==> config.mk <==
export PLATFORM = sky130hd
export DESIGN_NAME = instruction_fetch_unit_flat
export DESIGN_NICKNAME = d
export VERILOG_FILES = /design/src/rtl/instruction_fetch_unit_if.sv /design/src/rtl/instruction_fetch_unit.sv /design/src/flat_wrapper.sv
export SDC_FILE = /design/constraint.sdc
export NUM_CORES = 1
export LEC_CHECK = 0
export CAP_MARGIN = 20
export CORE_ASPECT_RATIO = 2
export CORE_UTILIZATION = 44
export DETAILED_ROUTE_END_ITERATION = 16
export HOLD_SLACK_MARGIN = 0.06
export PLACE_DENSITY = 0.82
export SYNTH_ARGS = -nofsm -noshare
export SYNTH_HDL_FRONTEND = slang
export SYNTH_SLANG_ARGS = --single-unit
==> constraint.sdc <==
create_clock -name clk -period 1.95 [get_ports clk]
set_input_delay 0.2925 -clock clk [delete_from_list [all_inputs] [get_ports clk]]
set_output_delay 0.2925 -clock clk [all_outputs]
set_load 0.01 [all_outputs]
==> src/rtl/instruction_fetch_unit_if.sv <==
// Fetch-stage bus: PC handshake, program memory port, control inputs and instruction register outputs.
// master = fetch unit, slave = surrounding core (PC, program memory, execute).
interface instruction_fetch_unit_if;
    logic [12:0] pc_in;
    logic        pc_incr_en;
    logic [12:0] pmem_addr;
    logic        pmem_rd_en;
    logic [13:0] pmem_data;
    logic        flush;
    logic        sleep_req;
    logic        wake;
    logic [1:0]  q_phase;
    logic [13:0] instr_out;
    logic [12:0] instr_pc;
    logic        instr_valid;
    logic        asleep;

    modport master (
        input  pc_in, pmem_data, flush, sleep_req, wake,
        output pc_incr_en, pmem_addr, pmem_rd_en, q_phase,
               instr_out, instr_pc, instr_valid, asleep
    );

    modport slave (
        output pc_in, pmem_data, flush, sleep_req, wake,
        input  pc_incr_en, pmem_addr, pmem_rd_en, q_phase,
               instr_out, instr_pc, instr_valid, asleep
    );
endinterface

==> src/rtl/instruction_fetch_unit.sv <==
// PIC16-style fetch stage: Q1..Q4 sequencer, instruction register, flush-to-NOP and SLEEP/wake.
// One instruction cycle (4 clocks) fetch-to-IR latency; no backpressure, the core consumes every cycle.
module instruction_fetch_unit #(
    parameter logic [13:0] NOP_WORD = 14'h0000
) (
    input  logic                          clk,
    input  logic                          rst,
    instruction_fetch_unit_if.master      bus
);

    typedef enum logic {ST_RUN = 1'b0, ST_SLEEP = 1'b1} state_t;

    state_t      state_q, state_d;
    logic [1:0]  q_phase_q, q_phase_d;
    logic [12:0] fetch_pc_q, fetch_pc_d;
    logic [13:0] fetch_buf_q, fetch_buf_d;
    logic        flush_pending_q, flush_pending_d;
    logic [13:0] instr_out_q, instr_out_d;
    logic [12:0] instr_pc_q, instr_pc_d;
    logic        instr_valid_q, instr_valid_d;

    // State register (synchronous reset overrides any phase, including a pending flush)
    always_ff @(posedge clk) begin
        if (rst) begin
            state_q         <= ST_RUN;
            q_phase_q       <= 2'd0;
            fetch_pc_q      <= 13'd0;
            fetch_buf_q     <= NOP_WORD;
            flush_pending_q <= 1'b0;
            instr_out_q     <= NOP_WORD;
            instr_pc_q      <= 13'd0;
            instr_valid_q   <= 1'b0;
        end else begin
            state_q         <= state_d;
            q_phase_q       <= q_phase_d;
            fetch_pc_q      <= fetch_pc_d;
            fetch_buf_q     <= fetch_buf_d;
            flush_pending_q <= flush_pending_d;
            instr_out_q     <= instr_out_d;
            instr_pc_q      <= instr_pc_d;
            instr_valid_q   <= instr_valid_d;
        end
    end

    // Next-state logic
    always_comb begin
        state_d = state_q;
        case (state_q)
            ST_RUN:   if (q_phase_q == 2'd3 && bus.sleep_req) state_d = ST_SLEEP;
            ST_SLEEP: if (bus.wake) state_d = ST_RUN;
            default:  state_d = ST_RUN;
        endcase
    end

    // Phase sequencing and datapath next values
    always_comb begin
        q_phase_d       = q_phase_q;
        fetch_pc_d      = fetch_pc_q;
        fetch_buf_d     = fetch_buf_q;
        flush_pending_d = flush_pending_q;
        instr_out_d     = instr_out_q;
        instr_pc_d      = instr_pc_q;
        instr_valid_d   = instr_valid_q;

        if (state_q == ST_RUN) begin
            q_phase_d = q_phase_q + 2'd1;
            case (q_phase_q)
                2'd0: begin
                    fetch_pc_d      = bus.pc_in;
                    flush_pending_d = flush_pending_q | bus.flush;
                end
                2'd1: begin
                    fetch_buf_d     = bus.pmem_data;
                    flush_pending_d = flush_pending_q | bus.flush;
                end
                2'd2: begin
                    flush_pending_d = flush_pending_q | bus.flush;
                end
                default: begin
                    instr_pc_d      = fetch_pc_q;
                    flush_pending_d = 1'b0;
                    if (bus.flush || flush_pending_q || bus.sleep_req) begin
                        instr_out_d   = NOP_WORD;
                        instr_valid_d = 1'b0;
                    end else begin
                        instr_out_d   = fetch_buf_q;
                        instr_valid_d = 1'b1;
                    end
                end
            endcase
        end else begin
            // Asleep: phase parked at Q1 so a wake resumes with a fresh fetch
            q_phase_d       = 2'd0;
            flush_pending_d = 1'b0;
        end
    end

    // Outputs
    always_comb begin
        bus.pmem_addr   = bus.pc_in;
        bus.pmem_rd_en  = (state_q == ST_RUN) && (q_phase_q == 2'd0);
        bus.pc_incr_en  = (state_q == ST_RUN) && (q_phase_q == 2'd1);
        bus.q_phase     = q_phase_q;
        bus.instr_out   = instr_out_q;
        bus.instr_pc    = instr_pc_q;
        bus.instr_valid = instr_valid_q;
        bus.asleep      = (state_q == ST_SLEEP);
    end

endmodule

==> src/flat_wrapper.sv <==
// flat-port wrapper written by rule: the top's interface ports become plain ports
module instruction_fetch_unit_flat 
#(
    parameter logic [13:0] NOP_WORD = 14'h0000
)
  (clk, rst, bus_pc_in, bus_pmem_data, bus_flush, bus_sleep_req, bus_wake, bus_pc_incr_en, bus_pmem_addr, bus_pmem_rd_en, bus_q_phase, bus_instr_out, bus_instr_pc, bus_instr_valid, bus_asleep);
  instruction_fetch_unit_if bus_i ();
  input  logic clk;
  input  logic rst;
  input wire logic [$bits(bus_i.pc_in)-1:0] bus_pc_in;
  input wire logic [$bits(bus_i.pmem_data)-1:0] bus_pmem_data;
  input wire logic [$bits(bus_i.flush)-1:0] bus_flush;
  input wire logic [$bits(bus_i.sleep_req)-1:0] bus_sleep_req;
  input wire logic [$bits(bus_i.wake)-1:0] bus_wake;
  output wire logic [$bits(bus_i.pc_incr_en)-1:0] bus_pc_incr_en;
  output wire logic [$bits(bus_i.pmem_addr)-1:0] bus_pmem_addr;
  output wire logic [$bits(bus_i.pmem_rd_en)-1:0] bus_pmem_rd_en;
  output wire logic [$bits(bus_i.q_phase)-1:0] bus_q_phase;
  output wire logic [$bits(bus_i.instr_out)-1:0] bus_instr_out;
  output wire logic [$bits(bus_i.instr_pc)-1:0] bus_instr_pc;
  output wire logic [$bits(bus_i.instr_valid)-1:0] bus_instr_valid;
  output wire logic [$bits(bus_i.asleep)-1:0] bus_asleep;
  assign bus_i.pc_in = bus_pc_in;
  assign bus_i.pmem_data = bus_pmem_data;
  assign bus_i.flush = bus_flush;
  assign bus_i.sleep_req = bus_sleep_req;
  assign bus_i.wake = bus_wake;
  assign bus_pc_incr_en = bus_i.pc_incr_en;
  assign bus_pmem_addr = bus_i.pmem_addr;
  assign bus_pmem_rd_en = bus_i.pmem_rd_en;
  assign bus_q_phase = bus_i.q_phase;
  assign bus_instr_out = bus_i.instr_out;
  assign bus_instr_pc = bus_i.instr_pc;
  assign bus_instr_valid = bus_i.instr_valid;
  assign bus_asleep = bus_i.asleep;
  instruction_fetch_unit #(.NOP_WORD(NOP_WORD)) u_core (.clk(clk), .rst(rst), .bus(bus_i));
endmodule
==> flow_summary.ini, run 1 <==
[run_status]
status = finished, final reports clean

[pwr]
p_total_w = 0.00266
p_leak_nw = 1.19
ir_worst_vdd_v = 0.000573
powerDensity_mw_per_mm2 = 865

[global_route]
grt_overflow = 0
track_usage = 0.201
use_met1 = 0.199
use_met2 = 0.366
grt_pass1_wl_mm = 7.67
busiest_layer = met2
antenna_found_initial = 0
grt_start_max_net_pins = 30
grtUsageMet3 = 0.0558
grt_pass1_vias = 1769

[placement]
gp_congestion = 0.758
io_buffers = 77
dp_hpwl_mm = 3.38
place_area_sq_mm = 0.00288

[floorplan]
start_util = 0.462
die_h_microns = 101
core_area_sq_mm = 0.00464
io_pins = 78
core.rowCount = 35
die_w_microns = 51.4
dieArea_sq_mm = 0.00517

[cts]
h-tree-depth = 3
cts_tree = built
clockBufferDepth = 2
holdBufCountCts = 0
numCtsBuffers = 9
clock_latency_ns = 0.32
clock-root-buffer = clkbuf_8
cts_sinks = 59
path_clk_slew_ns = 0.06

[synth]
async_flop_share = 0
synth_edf_count = 0
ys_warn_count = 0
ys_ff_latch = 59
yosys-top-cells-area = dfxtp_1 (55%), nand2_1 (14%), a21oi_1 (9.3%)
yosysSeqAreaShare = 0.551
synth_cells = 241
synthFlopType = dfxtp_1
yosysTopAreaCell = dfxtp_1
ys_types = 21
syn-cell-area_sq_mm = 0.00214
syn_nets = 277
yosysTopAreaCellShare = 0.551
synth_area_per_cell_sq_um = 8.90

[setup_path]
slowest_stage = clkdlybuf4s50_1
cp.required_ns = 1.66
path_buf_inv = 3
cp_common_cell = inv_1
path_max_fanout = 6
startpoint_type = flip-flop
cp.arrival_ns = 1.55
worstSetupEndpointType = primary output
crit_chain = inv_1 -> ha_1 -> nand2b_1 -> inv_1 -> clkdlybuf4s50_1
cp_top_family = buffers and inverters
cp_slowest_stage_delay_ns = 0.47
critPathKind = flip-flop to primary output

[sta]
fin_crit_ns = 1.84
slew_headroom = 0.578
post-route-period-util = 0.946
rsz0062_at_grt = false
fmax_mhz = 542
drv_slew = 0
worst_slew_pin_slew_ns = 0.633
finalClockSkew_ns = 0.00705
final.setup.tns_ns = 0
setup_viol = 0
whs_ns = 0.422
hold_viol_final = 0

[routing]
ant_nets = 0
drt_iter0_drc = 32
avgViaCountPerCell = 4.94
totalWireLength_mm = 4.75
remaining_drc_errors = 0
wl_per_cell_microns = 12.8
first_pass_iters = 4
vias = 1833

[final_layout]
drive_above_1_share = 0.0981
area_delta_synth_final_pct = 43.3
final_nets = 347
layout_commonest_cell = nand2_1
n_fill_cell = 402
final_cell_mix = nand2_1 (81), clkdlybuf4s50_1 (75), dfxtp_1 (57), a21oi_1 (40), a22o_1 (14)
final_util = 0.662
fin_area_sq_mm = 0.00307
insertedDiodeCount = 0

[hold_path]
min_path_type = input port to flip-flop

[flow_run]
cap_violations = 0
kinds of logic after synthesis:
group	share of synthesized area
and+or+nand+nor	0.183
adders and majority gates	0.0233
DFF	0.551
muxes	0.00525
AOI/OAI and AO/OA	0.154
buffers and inverters	0.0834
per-layer routing:
layer	routed length (microns)	up-vias
met2	2630	61
met4	61	0
met5	0	-
li1	-	918
met3	221	6
met1	1840	848
synthesized netlist by cell type (all sizes together) (3+ instances only):
cell     n
clkbuf   4
ha       4
nand2b   3
nor2     3
dfxtp   59
buf     22
a21oi   40
nand2   81
a22o    14
inv      4
final cells by class:
type / count / area, sq um / area share
clock buffers: 15 / 186 / 0.0606
clock inverters: 1 / 5.00 / 0.00163
inverters: 4 / 15.0 / 0.00488
multi-input cells: 152 / 787 / 0.256
flip-flops and latches: 59 / 1180 / 0.385
well taps: 55 / 68.8 / 0.0224
repair buffers: 85 / 828 / 0.269
power breakdown:
group | leakage (nW) | switching, W | internal [W]
clock | 0.0997 | 0.000431 | 0.000600
combinational | 0.608 | 0.000163 | 0.000169
sequential | 0.481 | 0.0000320 | 0.00126
through the flow:
| stage | setup slack (ns) | instances |
|---|---|---|
| after floorplan | 0.481 | 241 |
| after global placement | 0.157 | 355 |
| after detailed placement | 0.0449 | 355 |
| after CTS | 0.0219 | 371 |
| after global routing | 0.0281 | 371 |
| final | 0.105 | 371 |
sequential cells by signal, indices dropped and copies added, names as in the netlist:
register and count:
u_core.bus.instr_pc 13, u_core.bus.instr_valid 1, u_core.fetch_pc_q 13, u_core.flush_pending_q 1
u_core.bus.instr_out 14, u_core.bus.asleep 1, u_core.fetch_buf_q 14, u_core.bus.q_phase 2
final timing paths:
check | from | end | slack, ns | cells after the start
min | rst | u_core.fetch_pc_q[11] | 0.42 | 3
max reg2reg | u_core.bus.q_phase[0] | u_core.bus.instr_out[4] | 0.39 | 4
min reg2reg | u_core.fetch_pc_q[5] | u_core.bus.instr_pc[5] | 0.45 | 2
max | u_core.bus.q_phase[0] | bus_pmem_rd_en | 0.11 | 5
worst register-to-register path, delay by kind of cell, from the launching register on:
family	cells	cell delay [ns]
DFF	1	0.35
adders and majority gates	1	0.25
AOI/OAI and AO/OA	1	0.22
and+or+nand+nor	2	0.68
timing repair:
action                                  CTS  global route
endpoints found under the setup margin    1            17
resized for setup                         1             3
buffers inserted                          0             0
No activity file was read; power rests on OpenSTA's default activity.
==> run 2: changes to the inputs <==
Settings changed: CORE_UTILIZATION 44 to 40, PLACE_DENSITY 0.82 to 0.76.
==> flow_summary.ini, run 2 (synthesis results as in run 1) <==
[routing]
vias = 1837
wl_per_cell_microns = 13.3
ant_nets = 0
drt_iter0_drc = 49
totalWireLength_mm = 4.97
first_pass_iters = 4
avgViaCountPerCell = 4.91
remaining_drc_errors = 0

[final_layout]
drive_above_1_share = 0.0949
final_cells = 374
area_delta_synth_final_pct = 44.9
seq_area_sq_mm = 0.00119
final_cell_mix = nand2_1 (81), clkdlybuf4s50_1 (74), dfxtp_1 (57), a21oi_1 (40), a22o_1 (14)
n_fill_cell = 442
layout_commonest_cell = nand2_1
insertedDiodeCount = 0
multiInputGateArea_sq_um = 785
fin_area_sq_mm = 0.00311
final_nets = 347

[sta]
drv_slew = 0
slew_headroom = 0.768
whs_ns = 0.339
fmax_mhz = 583
worst_slew_pin_slew_ns = 0.348
fin_crit_ns = 1.71
finalClockSkew_ns = 0.00759
rsz0062_at_grt = false
final.setup.tns_ns = 0
post-route-period-util = 0.879
hold_viol_final = 0
setup_viol = 0

[hold_path]
worst_hold_path.num_cells = 2
min_path_type = input port to flip-flop
holdCritStartpoint = rst
whs_endpoint = u_core.fetch_buf_q[1]

[run_status]
status = finished, final reports clean

[setup_path]
r2r-start = u_core.bus.q_phase[0]
slowest_stage = clkdlybuf4s50_1
path_buf_inv = 1
r2r_slack_ns = 0.45
cp.arrival_ns = 1.42
critPathKind = flip-flop to primary output
cp_top_family = buffers and inverters
reg2regPathDepth = 5
r2r_end = u_core.bus.instr_out[0]
startpoint_type = flip-flop
cp.required_ns = 1.66
worstSetupEndpointType = primary output
crit_chain = clkdlybuf4s50_1
path_max_fanout = 9
cp_slowest_stage_delay_ns = 0.60

[floorplan]
core_area_sq_mm = 0.00514
io_pins = 78
start_util = 0.417
die_w_microns = 53.8
dieArea_sq_mm = 0.00568
die_h_microns = 106
core.rowCount = 37

[cts]
holdBufCountCts = 0
path_clk_slew_ns = 0.06
cts_sinks = 59
h-tree-depth = 3
numCtsBuffers = 9
clock_latency_ns = 0.32
cts_tree = built
clockBufferDepth = 2
clock-root-buffer = clkbuf_8

[global_route]
antenna_found_initial = 0
grt_start_max_net_pins = 34
grt_pass1_wl_mm = 7.80
grt_overflow = 0
grt_pass1_vias = 1726
track_usage = 0.192

[flow_run]
cap_violations = 0

[pwr]
powerDensity_mw_per_mm2 = 910
p_leak_nw = 1.21
ir_worst_vdd_v = 0.000768
p_total_w = 0.00283

[placement]
dp_hpwl_mm = 3.51
place_area_sq_mm = 0.00288
place_inst = 358
gp_congestion = 0.745
io_buffers = 77
==> run 2: cell types whose count changed in the layout (fill, tap and decap cells not counted) <==
| cell | before | now |
|---|---|---|
| dfxtp_4 | 0 | 1 |
| nor2_1 | 2 | 3 |
| clkdlybuf4s50_1 | 75 | 74 |
| bufinv_16 | 0 | 2 |
| dlymetal6s2s_1 | 1 | 2 |
| clkbuf_8 | 13 | 10 |
| clkinv_4 | 0 | 1 |
| dfxtp_2 | 2 | 1 |
| nor2_2 | 1 | 0 |
==> run 2: stage by stage <==
step	worst slack, ns	util
2_1_floorplan	0.481	-
3_3_place_gp	0.318	0.560
3_5_place_dp	0.305	0.560
4_1_cts	0.00955	0.603
5_1_grt	0.163	0.605
6_report	0.235	0.605
==> run 2: worst reg2reg max path: cells and delay by family (launching register included) <==
family	cells	cell delay, ns
buffers and inverters	1	0.25
flip-flops	1	0.38
AND/OR/NAND/NOR	2	0.41
AO/OA/AOI/OAI	1	0.17
adder cells (fa/ha/maj)	1	0.24
==> run 2: how the worst max path moves through the flow <==
| stage | cells past startpoint | startpoint | slack [ns] | end |
|---|---|---|---|---|
| global placement | 4 | u_core.bus.q_phase[0] | 0.32 | bus_pc_incr_en |
| CTS | 5 | u_core.bus.q_phase[1] | 0.01 | bus_pc_incr_en |
| finish | 1 | u_core.bus.asleep | 0.24 | bus_asleep |
| floorplan | 5 | u_core.bus.q_phase[0] | 0.48 | u_core.bus.instr_out[10] |
| detailed placement | 4 | u_core.bus.q_phase[0] | 0.31 | bus_pc_incr_en |
| global route | 1 | u_core.bus.asleep | 0.16 | bus_asleep |
==> run 2: routing by layer <==
metal,global-route usage,routed length [microns]
met1,0.200,1890
met2,0.314,2630
met3,0.0707,336
met4,0.105,114
met5,0,0
==> run 2: report_power, final <==
part | total, W | switching (W) | internal (W) | leakage, nW
registers | 0.00130 | 0.0000325 | 0.00126 | 0.481
clock network | 0.00120 | 0.000440 | 0.000755 | 0.111
logic | 0.000336 | 0.000168 | 0.000168 | 0.616
total | 0.00283 | 0.000641 | 0.00219 | 1.21
==> run 2: area by class of cell <==
| type | count | share of cell area |
|---|---|---|
| sequential | 59 | 0.382 |
| clock inverter | 4 | 0.0238 |
| multi-input combinational | 152 | 0.252 |
| tap | 58 | 0.0233 |
| inverter | 4 | 0.00483 |
| timing repair buffer | 85 | 0.267 |
| clock buffer | 12 | 0.0467 |
==> run 2: timing repair <==
action | 4_1_cts | 5_1_grt
setup buffers | 0 | 0
gates cloned | 0 | 0
resized for setup | 2 | 3
endpoints found under the setup margin | 2 | 2
==> run 3: changes to the inputs <==
Settings changed: REMOVE_ABC_BUFFERS set to 1.
==> flow_summary.ini, run 3 (synthesis results as in run 1) <==
[setup_path]
path_buf_inv = 3
slowest_stage = clkdlybuf4s50_1
cp_top_family = buffers and inverters
worstSetupEndpointType = primary output
cp_slowest_stage_delay_ns = 0.52
crit_chain = inv_1 -> ha_1 -> nand2b_1 -> inv_4 -> clkdlybuf4s50_1
startpoint_type = flip-flop
cp.arrival_ns = 1.60
critPathKind = flip-flop to primary output
cp.required_ns = 1.66
path_max_fanout = 4

[flow_run]
cap_violations = 0

[cts]
numCtsBuffers = 9
h-tree-depth = 3
cts_tree = built
holdBufCountCts = 0
clockBufferDepth = 2
path_clk_slew_ns = 0.06
clock-root-buffer = clkbuf_8
clock_latency_ns = 0.34
cts_sinks = 59

[sta]
fin_crit_ns = 1.89
finalClockSkew_ns = 0.00674
drv_slew = 0
worst_slew_pin_slew_ns = 0.981
hold_viol_final = 0
slew_headroom = 0.344
fmax_mhz = 528
post-route-period-util = 0.971
setup_viol = 0
final.setup.tns_ns = 0

[global_route]
grt_pass1_vias = 1752
use_met2 = 0.324
track_usage = 0.194
grtUsageMet3 = 0.0722
antenna_found_initial = 0
grt_pass1_wl_mm = 7.84
grt_overflow = 0
use_met1 = 0.199
grt_start_max_net_pins = 45
busiest_layer = met2

[floorplan]
die_w_microns = 53.8
start_util = 0.417
die_h_microns = 106
core_area_sq_mm = 0.00514
dieArea_sq_mm = 0.00568
io_pins = 78
core.rowCount = 37

[routing]
ant_nets = 0
vias = 1812
remaining_drc_errors = 0
totalWireLength_mm = 4.85
drt_iter0_drc = 23
avgViaCountPerCell = 4.83
first_pass_iters = 5
wl_per_cell_microns = 12.9

[final_layout]
area_delta_synth_final_pct = 43.5
n_fill_cell = 446
final_nets = 349
final_util = 0.599
final_cell_mix = nand2_1 (81), clkdlybuf4s50_1 (75), dfxtp_1 (57), a21oi_1 (40), a22o_1 (14)
layout_commonest_cell = nand2_1
insertedDiodeCount = 0
drive_above_1_share = 0.101

[hold_path]
min_path_type = flip-flop to flip-flop

[placement]
dp_hpwl_mm = 3.33
gp_congestion = 0.675
io_buffers = 77

[pwr]
ir_worst_vdd_v = 0.000644
powerDensity_mw_per_mm2 = 857
p_leak_nw = 1.18

[run_status]
status = finished, final reports clean
-- run 3: cell types whose count changed in the layout (fill, tap and decap cells not counted), moves of 2 or more --
cell / change
buf_4: +2
bufinv_16: -2
dlymetal6s2s_1: -2
clkbuf_8: +2
-- run 3: layout make-up --
class / instances / area, sq um / share of cell area
well taps: 58 / 72.6 / 0.0236
multi-input cells: 152 / 785 / 0.255
clock buffers: 13 / 169 / 0.0549
clock inverters: 2 / 10.0 / 0.00325
flip-flops and latches: 59 / 1180 / 0.385
inverters: 4 / 17.5 / 0.00569
repair buffers: 87 / 840 / 0.273
-- run 3: power breakdown --
part	internal, W	switching, W	total (W)
logic	0.000170	0.000168	0.000338
registers	0.00126	0.0000309	0.00130
clock network	0.000554	0.000448	0.00100
total	0.00199	0.000647	0.00264
-- run 3: final timing paths --
path | from | endpoint | slack (ns) | cells after the start
setup / recovery | u_core.bus.q_phase[1] | bus_pc_incr_en | 0.06 | 5
hold / removal | u_core.fetch_pc_q[4] | u_core.bus.instr_pc[4] | 0.45 | 2
setup reg to reg | u_core.bus.q_phase[0] | u_core.bus.instr_out[5] | 0.19 | 4
hold reg to reg | u_core.fetch_pc_q[4] | u_core.bus.instr_pc[4] | 0.45 | 2
-- run 3: tightest hold or removal path, stage by stage (launching register included) --
cell	delay [ns]
dfxtp_1	0.31
nand2_1	0.05
a21oi_1	0.05
-- run 3: repair_timing --
action,in CTS,in global routing
cloned,0,0
endpoints found under the setup margin,2,1
setup buffers,1,1
gates resized for setup,3,1
-- run 3: through the flow --
step	cell area [sq um]	hold WS, ns	setup slack, ns	std cells	total power, W
6_report	3080	0.451	0.0568	375	0.00264
5_1_grt	3080	0.465	-0.00602	375	0.00276
4_1_cts	3070	0.452	0.0156	374	0.00267
3_5_place_dp	2880	0.442	0.159	358	0.00165
3_3_place_gp	2880	0.436	0.234	358	0.00165
2_1_floorplan	1980	0.362	0.292	215	0.00144
-- run 3: metal layers --
layer  vias up  routed length (microns)
met5         -                        0
met4         0                      108
met3         7                      294
met2        57                     2590
met1       823                     1860
li1        925                        -
